File: src/rtl/bin_window_gen.sv
// Sliding 7x7 window generator over a raster stream of binarized pixels.
// Six single-bit line buffers feed a 7x7 shift window behind a valid/ready port.
module bin_window_gen #(
    parameter int IMG_W = 28,
    parameter int IMG_H = 28
) (
    input  logic        clk,
    input  logic        rst,
    input  logic        in_valid,
    output logic        in_ready,
    input  logic        in_pix,
    input  logic        in_sof,
    output logic        out_valid,
    input  logic        out_ready,
    output logic [48:0] out_win,
    output logic [7:0]  out_row,
    output logic [7:0]  out_col,
    output logic        frame_done
);
    localparam int AW = (IMG_W > 1) ? $clog2(IMG_W) : 1;
    localparam logic [7:0] LAST_C = 8'(IMG_W - 1);
    localparam logic [7:0] LAST_R = 8'(IMG_H - 1);

    logic [7:0]       r_col;
    logic [7:0]       r_row;
    logic [IMG_W-1:0] r_lb [6];
    logic [6:0]       r_win [7];
    logic             r_valid;
    logic             r_done;
    logic [7:0]       r_orow;
    logic [7:0]       r_ocol;

    logic          w_acc;
    logic          w_emit;
    logic          w_last_c;
    logic          w_last;
    logic [7:0]    w_c;
    logic [7:0]    w_r;
    logic [7:0]    w_col_nxt;
    logic [7:0]    w_row_nxt;
    logic [AW-1:0] w_ci;

    // Held high through reset so upstream never stalls on a stale out_valid.
    assign in_ready = rst || !r_valid || out_ready;
    assign w_acc    = in_valid && in_ready;

    // An SOF pixel is position (0,0) whatever the counters say.
    assign w_c  = in_sof ? 8'd0 : r_col;
    assign w_r  = in_sof ? 8'd0 : r_row;
    assign w_ci = w_c[AW-1:0];

    assign w_last_c = (w_c == LAST_C);
    assign w_last   = w_last_c && (w_r == LAST_R);
    assign w_emit   = w_acc && (w_r >= 8'd6) && (w_c >= 8'd6);

    always_comb begin
        w_col_nxt = w_c + 8'd1;
        w_row_nxt = w_r;
        if (w_last_c) begin
            w_col_nxt = 8'd0;
            w_row_nxt = w_last ? 8'd0 : w_r + 8'd1;
        end
    end

    always_ff @(posedge clk) begin
        if (rst) begin
            r_col   <= '0;
            r_row   <= '0;
            r_valid <= 1'b0;
            r_done  <= 1'b0;
            r_orow  <= '0;
            r_ocol  <= '0;
            for (int i = 0; i < 6; i++) r_lb[i] <= '0;
            for (int i = 0; i < 7; i++) r_win[i] <= '0;
        end else begin
            r_done <= w_acc && w_last;
            if (w_acc) begin
                r_col   <= w_col_nxt;
                r_row   <= w_row_nxt;
                r_valid <= w_emit;
                r_lb[0][w_ci] <= in_pix;
                for (int i = 1; i < 6; i++)
                    r_lb[i][w_ci] <= r_lb[i-1][w_ci];
                r_win[0] <= {r_win[0][5:0], in_pix};
                for (int i = 1; i < 7; i++)
                    r_win[i] <= {r_win[i][5:0], r_lb[i-1][w_ci]};
                if (w_emit) begin
                    r_orow <= w_r - 8'd6;
                    r_ocol <= w_c - 8'd6;
                end
            end else if (out_ready) begin
                r_valid <= 1'b0;
            end
        end
    end

    always_comb begin
        out_win = '0;
        for (int i = 0; i < 7; i++)
            out_win[7*i +: 7] = r_win[i];
    end

    assign out_valid  = r_valid;
    assign out_row    = r_orow;
    assign out_col    = r_ocol;
    assign frame_done = r_done;

endmodule

File: config.mk
export PLATFORM = sky130hd
export DESIGN_NAME = bin_window_gen
export DESIGN_NICKNAME = d
export VERILOG_FILES = /design/src/rtl/bin_window_gen.sv
export SDC_FILE = /design/constraint.sdc
export NUM_CORES = 1
export LEC_CHECK = 0
export ABC_AREA = 1
export CAP_MARGIN = 5
export CORE_MARGIN = 2
export CORE_UTILIZATION = 55
export DETAILED_ROUTE_END_ITERATION = 8
export PLACE_DENSITY = 0.75
export SLEW_MARGIN = 20
export SYNTH_ARGS = -nofsm -noshare
export SYNTH_HDL_FRONTEND = slang
export SYNTH_SLANG_ARGS = --single-unit
File: constraint.sdc
create_clock -name clk -period 5.2 [get_ports clk]
set_clock_uncertainty 0.15 [all_clocks]
set_input_delay 1.56 -clock clk [delete_from_list [all_inputs] [get_ports clk]]
set_output_delay 1.56 -clock clk [all_outputs]
set_load 0.02 [all_outputs]
After elaboration in Yosys (flattened, before gate mapping)
Memories as Yosys holds them, arrays and structs flattened.
Index checks and enable logic that the tools add are counted.

cells by class
  add/subtract/negate cells = 4
  $lt $le $gt $ge = 4
  equal/unequal tests = 2
  muxes and demuxes = 202
  bitwise gates (word level) = 175
  reduce and logical (&&, ||, !) cells = 11

operators by type and width
  operator                                                                              number
  1-bit two-way mux                                                                     182
  1-bit OR                                                                              175
  7-bit two-way mux                                                                     7
  8-bit two-way mux                                                                     5
  1-bit binary-select mux with 5-bit select                                             6
  28-bit two-way mux                                                                    1
  8-bit by 1-bit adder with 8-bit output (second input constant)                        2
  8-bit by 5-bit equality test with 1-bit output (second input constant)                2
  8-bit by 3-bit greater-or-equal comparator with 1-bit output (second input constant)  2
  8-bit by 3-bit subtractor with 8-bit output (second input constant)                   2
  1-bit logical AND                                                                     6
  5-bit by 6-bit < comparator with 1-bit output (second input constant)                 1
  1-bit demux with 5-bit select                                                         1
  5-bit by 1-bit greater-or-equal comparator with 1-bit output (second input constant)  1
  1-bit logical OR                                                                      2
  2-bit AND reduction                                                                   1
  2-bit nonzero test                                                                    1
  1-bit logical NOT                                                                     1

word-level totals
  bits in registers = 34
  memory bits (writable) = 217
  bits of input ports = 6
  output and inout port bits = 68
  word-level logic and storage cells = 406
  memories = 2

memories
  memory  depth  width  rd ports  clocked after Yosys merged registers in  write ports  line  text
  r_lb    6      28     6         0                                        6            26    logic [IMG_W-1:0] r_lb [6];
  r_win   7      7      7         0                                        7            27    logic [6:0] r_win [7];

Longest topological paths before layout
Gate-level depths: netlist of run 1.

  depth in word-level cells = 8
  mapped depth = 15
  mapped depth without buffers = 12

Least setup slack after synthesis of run 1
No wires, ideal clock.

  kind = input -> register
  from = in rst
  to = reg r_row[0]
  library setup time = 0.119 ns
  data arrival time = 4.054 ns
  required time = 4.931 ns
  setup slack = 0.877 ns
  stages on the path = 9
  buffers on the path = 1
  cell sequence = buf_2 inv_2 nand3b_1 nand2_1 nand2_1 inv_1 nand2_1 o21ai_0 o21bai_1

between the ends
  word-level cells in the longest chain between the ends = 3

RTL lines
  item                           line  text
  start, declared                8     input logic rst,
  1-bit logical OR (2 in a row)  44    assign in_ready = rst || !r_valid || out_ready;
  named net in_ready             10    output logic in_ready,
  1-bit logical AND              45    assign w_acc = in_valid && in_ready;
  end signal, assigned           79    r_row <= w_row_nxt;
  end, declared                  25    logic [7:0] r_row;

The timed path passes the listed nets, and every way through them passes these cells.
A chain may end at the register's enable or synchronous reset.

Worst setup path in the final report of run 1
  from = in rst
  to = out in_ready

between the ends
  word-level cells in the longest chain between the ends = 2

RTL lines
  item                           line
  1-bit logical OR (2 in a row)  44
  end, declared                  10

No other way between the ends.

==> results of run 1 <==
==> per-layer routing <==
layer | vias to the layer above | wire length, um
li1 | 4316 | -
met1 | 4181 | 11200
met2 | 437 | 13000
met3 | 78 | 2480
met4 | 0 | 994
met5 | - | 0
==> kinds of logic after synthesis <==
group / count (synthesis)
buffers and inverters: 193
XOR/XNOR: 13
flip-flops: 251
AND/OR/NAND/NOR: 737
AO/OA/AOI/OAI: 91
adder cells (fa/ha/maj): 8
==> cell type report <==
type	count	area (um2)
clock inverter	14	96.3
clock buffer	36	729
timing repair buffer	101	978
multi-input combinational	849	3690
sequential	251	7200
tap	275	344
fill	1649	7500
inverter	128	480
==> final timing paths <==
kind	from	to	slack, ns	cells after the start
worst min register to register	out_row[2]	out_row[2]	0.31	2
worst max register to register	r_col[0]	r_lb[4][26]	1.78	11
worst min-delay path	out_row[2]	out_row[2]	0.31	2
worst max-delay path	rst	in_ready	0.66	4
==> cell usage after synthesis (all sizes together) <==
cell type / number
nand3b: 1
nand4: 15
or2: 1
a21oi: 20
o22ai: 7
a31oi: 4
edfxtp: 217
nand2: 298
inv: 127
clkinv: 1
nor2: 330
xor2: 13
nor3: 4
clkbuf: 11
dfxtp: 34
buf: 54
o21bai: 2
o21ai: 58
nand3: 88
ha: 8
==> state kept, by name, summed over array words and instances (netlist names) <==
name and flops:
out_valid 1, out_col 8, frame_done 1, r_lb 168
out_row 8, r_col 8, r_row 8, r_win 49
==> power by group <==
group | switching, mW | total (mW) | internal (mW)
sequential | 0.0288 | 2.29 | 2.26
combinational | 0.259 | 0.373 | 0.114
clock | 0.755 | 1.79 | 1.03
==> tightest hold or removal path, delay by kind of cell (launching register included) <==
| family | cells | cell delay [ns] |
|---|---|---|
| compound gates | 1 | 0.05 |
| simple gates | 1 | 0.06 |
| flops | 1 | 0.31 |
==> flow_summary_export.csv, run 1 <==
group,metric,value,unit
run_status,status,"complete, no violations",
placement,dp.final_hpwl,17.6,mm
timing,slew_violations,0,
floorplan,core-area,21000,um2
timing,hold_viol_final,0,
route,wl_per_cell,16.7,um
grt,track_usage,24.8,%
floorplan,ios,74,
critical_path,crit_path_end_kind,"output pin",
critical_path,path_cells,"clkdlybuf4s50_1, inv_2, nand3b_1, clkdlybuf4s50_1",
placement,place_area,12700,um2
timing,maxSlewHeadroom,46.3,%
layout,nets,1372,
timing,layout_min_cycle_time,4.54,ns
layout,mostFrequentLayoutCells,"nor2_1 (326), nand2_1 (287), edfxtp_1 (217)",
route,ant_nets,0,
clocking,post-cts-setup-buffers,0,
critical_path,path_class,"in2out",
layout,final_core_util,64.3,%
clocking,clk_latency,0.55,ns
floorplan,dieWidth,150,um
timing,fmax,220,MHz
critical_path,critPathSlowestCell,"clkdlybuf4s50_1",
clocking,cts.clk_slew.worst_paths,0.06,ns
route,post-route-drc-count,0,
critical_path,crit_family,"buffers and inverters",
yosys,synth_top_family_by_area,"simple AND/OR/NAND/NOR gates",
timing,rsz0062_at_grt,"false",
power_and_ir_drop,total_leakage_power,5.47,nW
placement,place_ws,0.377,ns
critical_path,crit_path_max_fanout,3,
grt,antenna_found_initial,0,
layout,fin_area,13500,um2
timing,worst_pin_slew,0.804,ns
placement,gp_congestion,0.892,
timing,min_period_over_period,87.3,%
route,drtPass1Iterations,8,
clocking,clockBufferDepth,3,
power_and_ir_drop,p_total,4.45,mW
critical_path,startpoint_type,"input pin",
grt,grt_pass1_vias,8665,
route,wirelength,27.7,mm
critical_path,path_buf_inv,3,
grt,grtUsageMet1,33.0,%
yosys,synth.distinct_cells,31,
floorplan,die_area,22500,um2
clocking,hold_buffers,0,
yosys,ys_seq_elements,251,
yosys,syn_inst,1293,
yosys,ys_seq_area_share,61.3,%
critical_path,cp_common_cell,"clkdlybuf4s50_1",
layout,syn2layout_area_growth,15.1,%
power_and_ir_drop,pwr_density_cell,329,nW/um2
timing,whs,0.313,ns
layout,layout_commonest_cell,"nor2_1",
floorplan,initial_core_util,55.9,%
yosys,yosysTopAreaCellShare,55.5,%
placement,portBuffers,73,
yosys,synth_mux_area_share,0,%
yosys,synth_compound_area_share,4.07,%
grt,grt_start_max_net_pins,73,
clocking,clock-sinks,251,
grt,grt_pass1_wl,43.6,mm
yosys,synthTopCellsByArea,"edfxtp_1 (55%), nor2_1 (10%), nand2_1 (9.2%)",
clocking,cts_resized,0,
yosys,yosys_warnings,0,
worst_hold_path,hp-class,"reg2reg",
route,viasPerCell,5.45,
placement,place_inst,1604,
layout,n_antenna_cell,0,
yosys,netlist_area,11700,um2
job,cap_violations,0,
yosys,synth_top_area_cell,"edfxtp_1",
floorplan,num_rows,53,
clocking,cts_buffers,27,
yosys,synth-simple-area-share,25.4,%
route,drtIter0Drc,930,
critical_path,crit_arrival,2.83,ns
critical_path,slowest_delay,0.61,ns
timing,tns,0,ns
power_and_ir_drop,ir_worst_vdd,0.000269,V
timing,timing.final.ws_setup,0.662,ns
yosys,synth_nets,1307,
floorplan,die_y,150,um
yosys,yosys.area_share.adder,0.852,%
layout,layoutNonFillerInstCount,1654,
timing,setup_viol,0,
grt,use_met2,41.0,%
critical_path,worst_ep_required_time,3.49,ns
yosys,synth_xor_area_share,0.969,%
grt,grtUsageMet3,4.12,%
yosys,synth_area_per_cell,9.08,um2
clocking,root_buffer,"clkbuf_16",
clocking,cts_max_level,1,
route,vias,9012,
grt,grt.busiest_layer,"met2",
clocking,cts_tree,"built",
grt,globalRouteOverflowTotal,0,
layout,drive_above_1_share,6.60,%
No activity file was read; power rests on OpenSTA's default activity.
==> run 2, diff against run 1 <==
- CORE_ASPECT_RATIO: unset -> 2
- CTS_BUF_LIST: unset -> sky130_fd_sc_hd__clkbuf_4 sky130_fd_sc_hd__clkbuf_8 sky130_fd_sc_hd__clkbuf_16
==> flow_summary_export.csv, run 2 (same netlist as run 1, synthesis figures left out) <==
group,metric,value,unit
run_status,status,"complete, no violations",
critical_path,r2r_cells,7,
layout,reg_top3,"r_lb (168), r_win (49)",
critical_path,cp.depth,4,
critical_path,slowest_delay,0.62,ns
floorplan,ios,74,
layout,largest_register_ffs,168,
clocking,hold_buffers,0,
floorplan,num_rows,75,
floorplan,die_y,211,um
route,ant_nets,0,
critical_path,path_buf_inv,3,
timing,worst_pin_slew,0.738,ns
timing,layout_min_cycle_time,4.55,ns
layout,drive_above_1_share,6.66,%
clocking,cts_resized,0,
timing,min_period_over_period,87.4,%
floorplan,die_area,22600,um2
timing,setup_viol,0,
worst_hold_path,hold_depth,2,
clocking,root_buffer,"clkbuf_16",
grt,grt_pass1_vias,9078,
job,cap_violations,0,
layout,n_antenna_cell,0,
route,post-route-drc-count,0,
placement,place_inst,1596,
grt,grt_pass1_wl,45.3,mm
layout,layout_commonest_cell,"nor2_1",
critical_path,crit_path_max_fanout,3,
layout,largest_register,"r_lb",
route,wirelength,28.8,mm
clocking,post-cts-setup-buffers,0,
clocking,cts_buffers,22,
grt,track_usage,25.9,%
worst_hold_path,hp-class,"reg2reg",
layout,syn2layout_area_growth,14.6,%
clocking,clockBufferDepth,3,
layout,final_core_util,64.3,%
critical_path,path_class,"in2out",
timing,maxSlewHeadroom,50.7,%
power_and_ir_drop,ir_worst_vdd,0.000259,V
clocking,clk_latency,0.53,ns
placement,gp_congestion,0.950,
route,vias,9072,
critical_path,path_cells,"clkdlybuf4s50_1, inv_2, nand3b_1, clkdlybuf4s50_1",
layout,layoutNonFillerInstCount,1636,
timing,fmax,220,MHz
timing,whs,0.317,ns
clocking,cts_max_level,1,
floorplan,dieWidth,107,um
grt,grt_start_max_net_pins,73,
layout,mostFrequentLayoutCells,"nor2_1 (326), nand2_1 (287), edfxtp_1 (217)",
placement,portBuffers,73,
critical_path,cp_common_cell,"clkdlybuf4s50_1",
critical_path,crit_path_end_kind,"output pin",
critical_path,startpoint_type,"input pin",
grt,antenna_found_initial,0,
clocking,clock-sinks,251,
floorplan,core-area,20900,um2
timing,rsz0062_at_grt,"false",
grt,globalRouteOverflowTotal,0,
floorplan,initial_core_util,56.1,%
critical_path,crit_family,"buffers and inverters",
timing,slew_violations,0,
power_and_ir_drop,total_leakage_power,5.45,nW
critical_path,crit_arrival,2.84,ns
route,wl_per_cell,17.6,um
critical_path,critPathSlowestCell,"clkdlybuf4s50_1",
power_and_ir_drop,pwr_density_cell,330,nW/um2
placement,dp.final_hpwl,19.4,mm
clocking,cts.clk_slew.worst_paths,0.07,ns
timing,tns,0,ns
route,viasPerCell,5.55,
critical_path,worst_ep_required_time,3.49,ns
route,drtIter0Drc,695,
route,drtPass1Iterations,5,
timing,hold_viol_final,0,
layout,nets,1365,
clocking,cts_tree,"built",
-- run 2: per-stage QoR --
stage               setup slack (ns)  power (mW)  cell area (um2)
floorplan                      0.877        2.55            11700
global placement               0.508        2.69            12700
detailed placement             0.431        2.70            12700
CTS                            0.646        4.46            13500
global route                   0.566        4.55            13500
finish                         0.654        4.44            13500
-- run 2: tightest hold or removal path: cells and delay by family, from the launching register on --
kind               cells  cell delay [ns]
and+or+nand+nor        1             0.06
DFF                    1             0.31
AOI/OAI and AO/OA      1             0.05
-- run 2: final cells by class --
| class | count | area, um2 |
|---|---|---|
| flip-flops and latches | 251 | 7200 |
| well taps | 269 | 337 |
| clock buffers | 26 | 598 |
| multi-input cells | 849 | 3690 |
| fillers | 1658 | 7460 |
| repair buffers | 99 | 963 |
| inverters | 128 | 480 |
| clock inverters | 14 | 195 |
-- run 2: path summary, 6_finish.rpt --
kind                   start    endpoint  slack (ns)
hold / removal    out_row[3]  out_row[3]        0.32
hold reg to reg   out_row[3]  out_row[3]        0.32
setup reg to reg    r_col[0]  r_lb[5][9]        1.69
setup / recovery         rst    in_ready        0.65
-- run 2: where the power goes --
| group | leakage, nW | switching [mW] | internal (mW) | total, mW |
|---|---|---|---|---|
| registers | 2.55 | 0.0302 | 2.26 | 2.29 |
| clock network | 0.387 | 0.747 | 1.04 | 1.78 |
| logic | 2.51 | 0.257 | 0.110 | 0.367 |
-- run 2: per-layer routing --
layer	global-route usage [%]	wire length [um]	part of all wire, %	up-vias
met5	0	0	0	-
met4	16.2	1770	6.1	0
met3	3.49	1630	5.7	116
met2	48.7	15800	55	394
met1	26.3	9610	33	4266
li1	-	-	-	4296
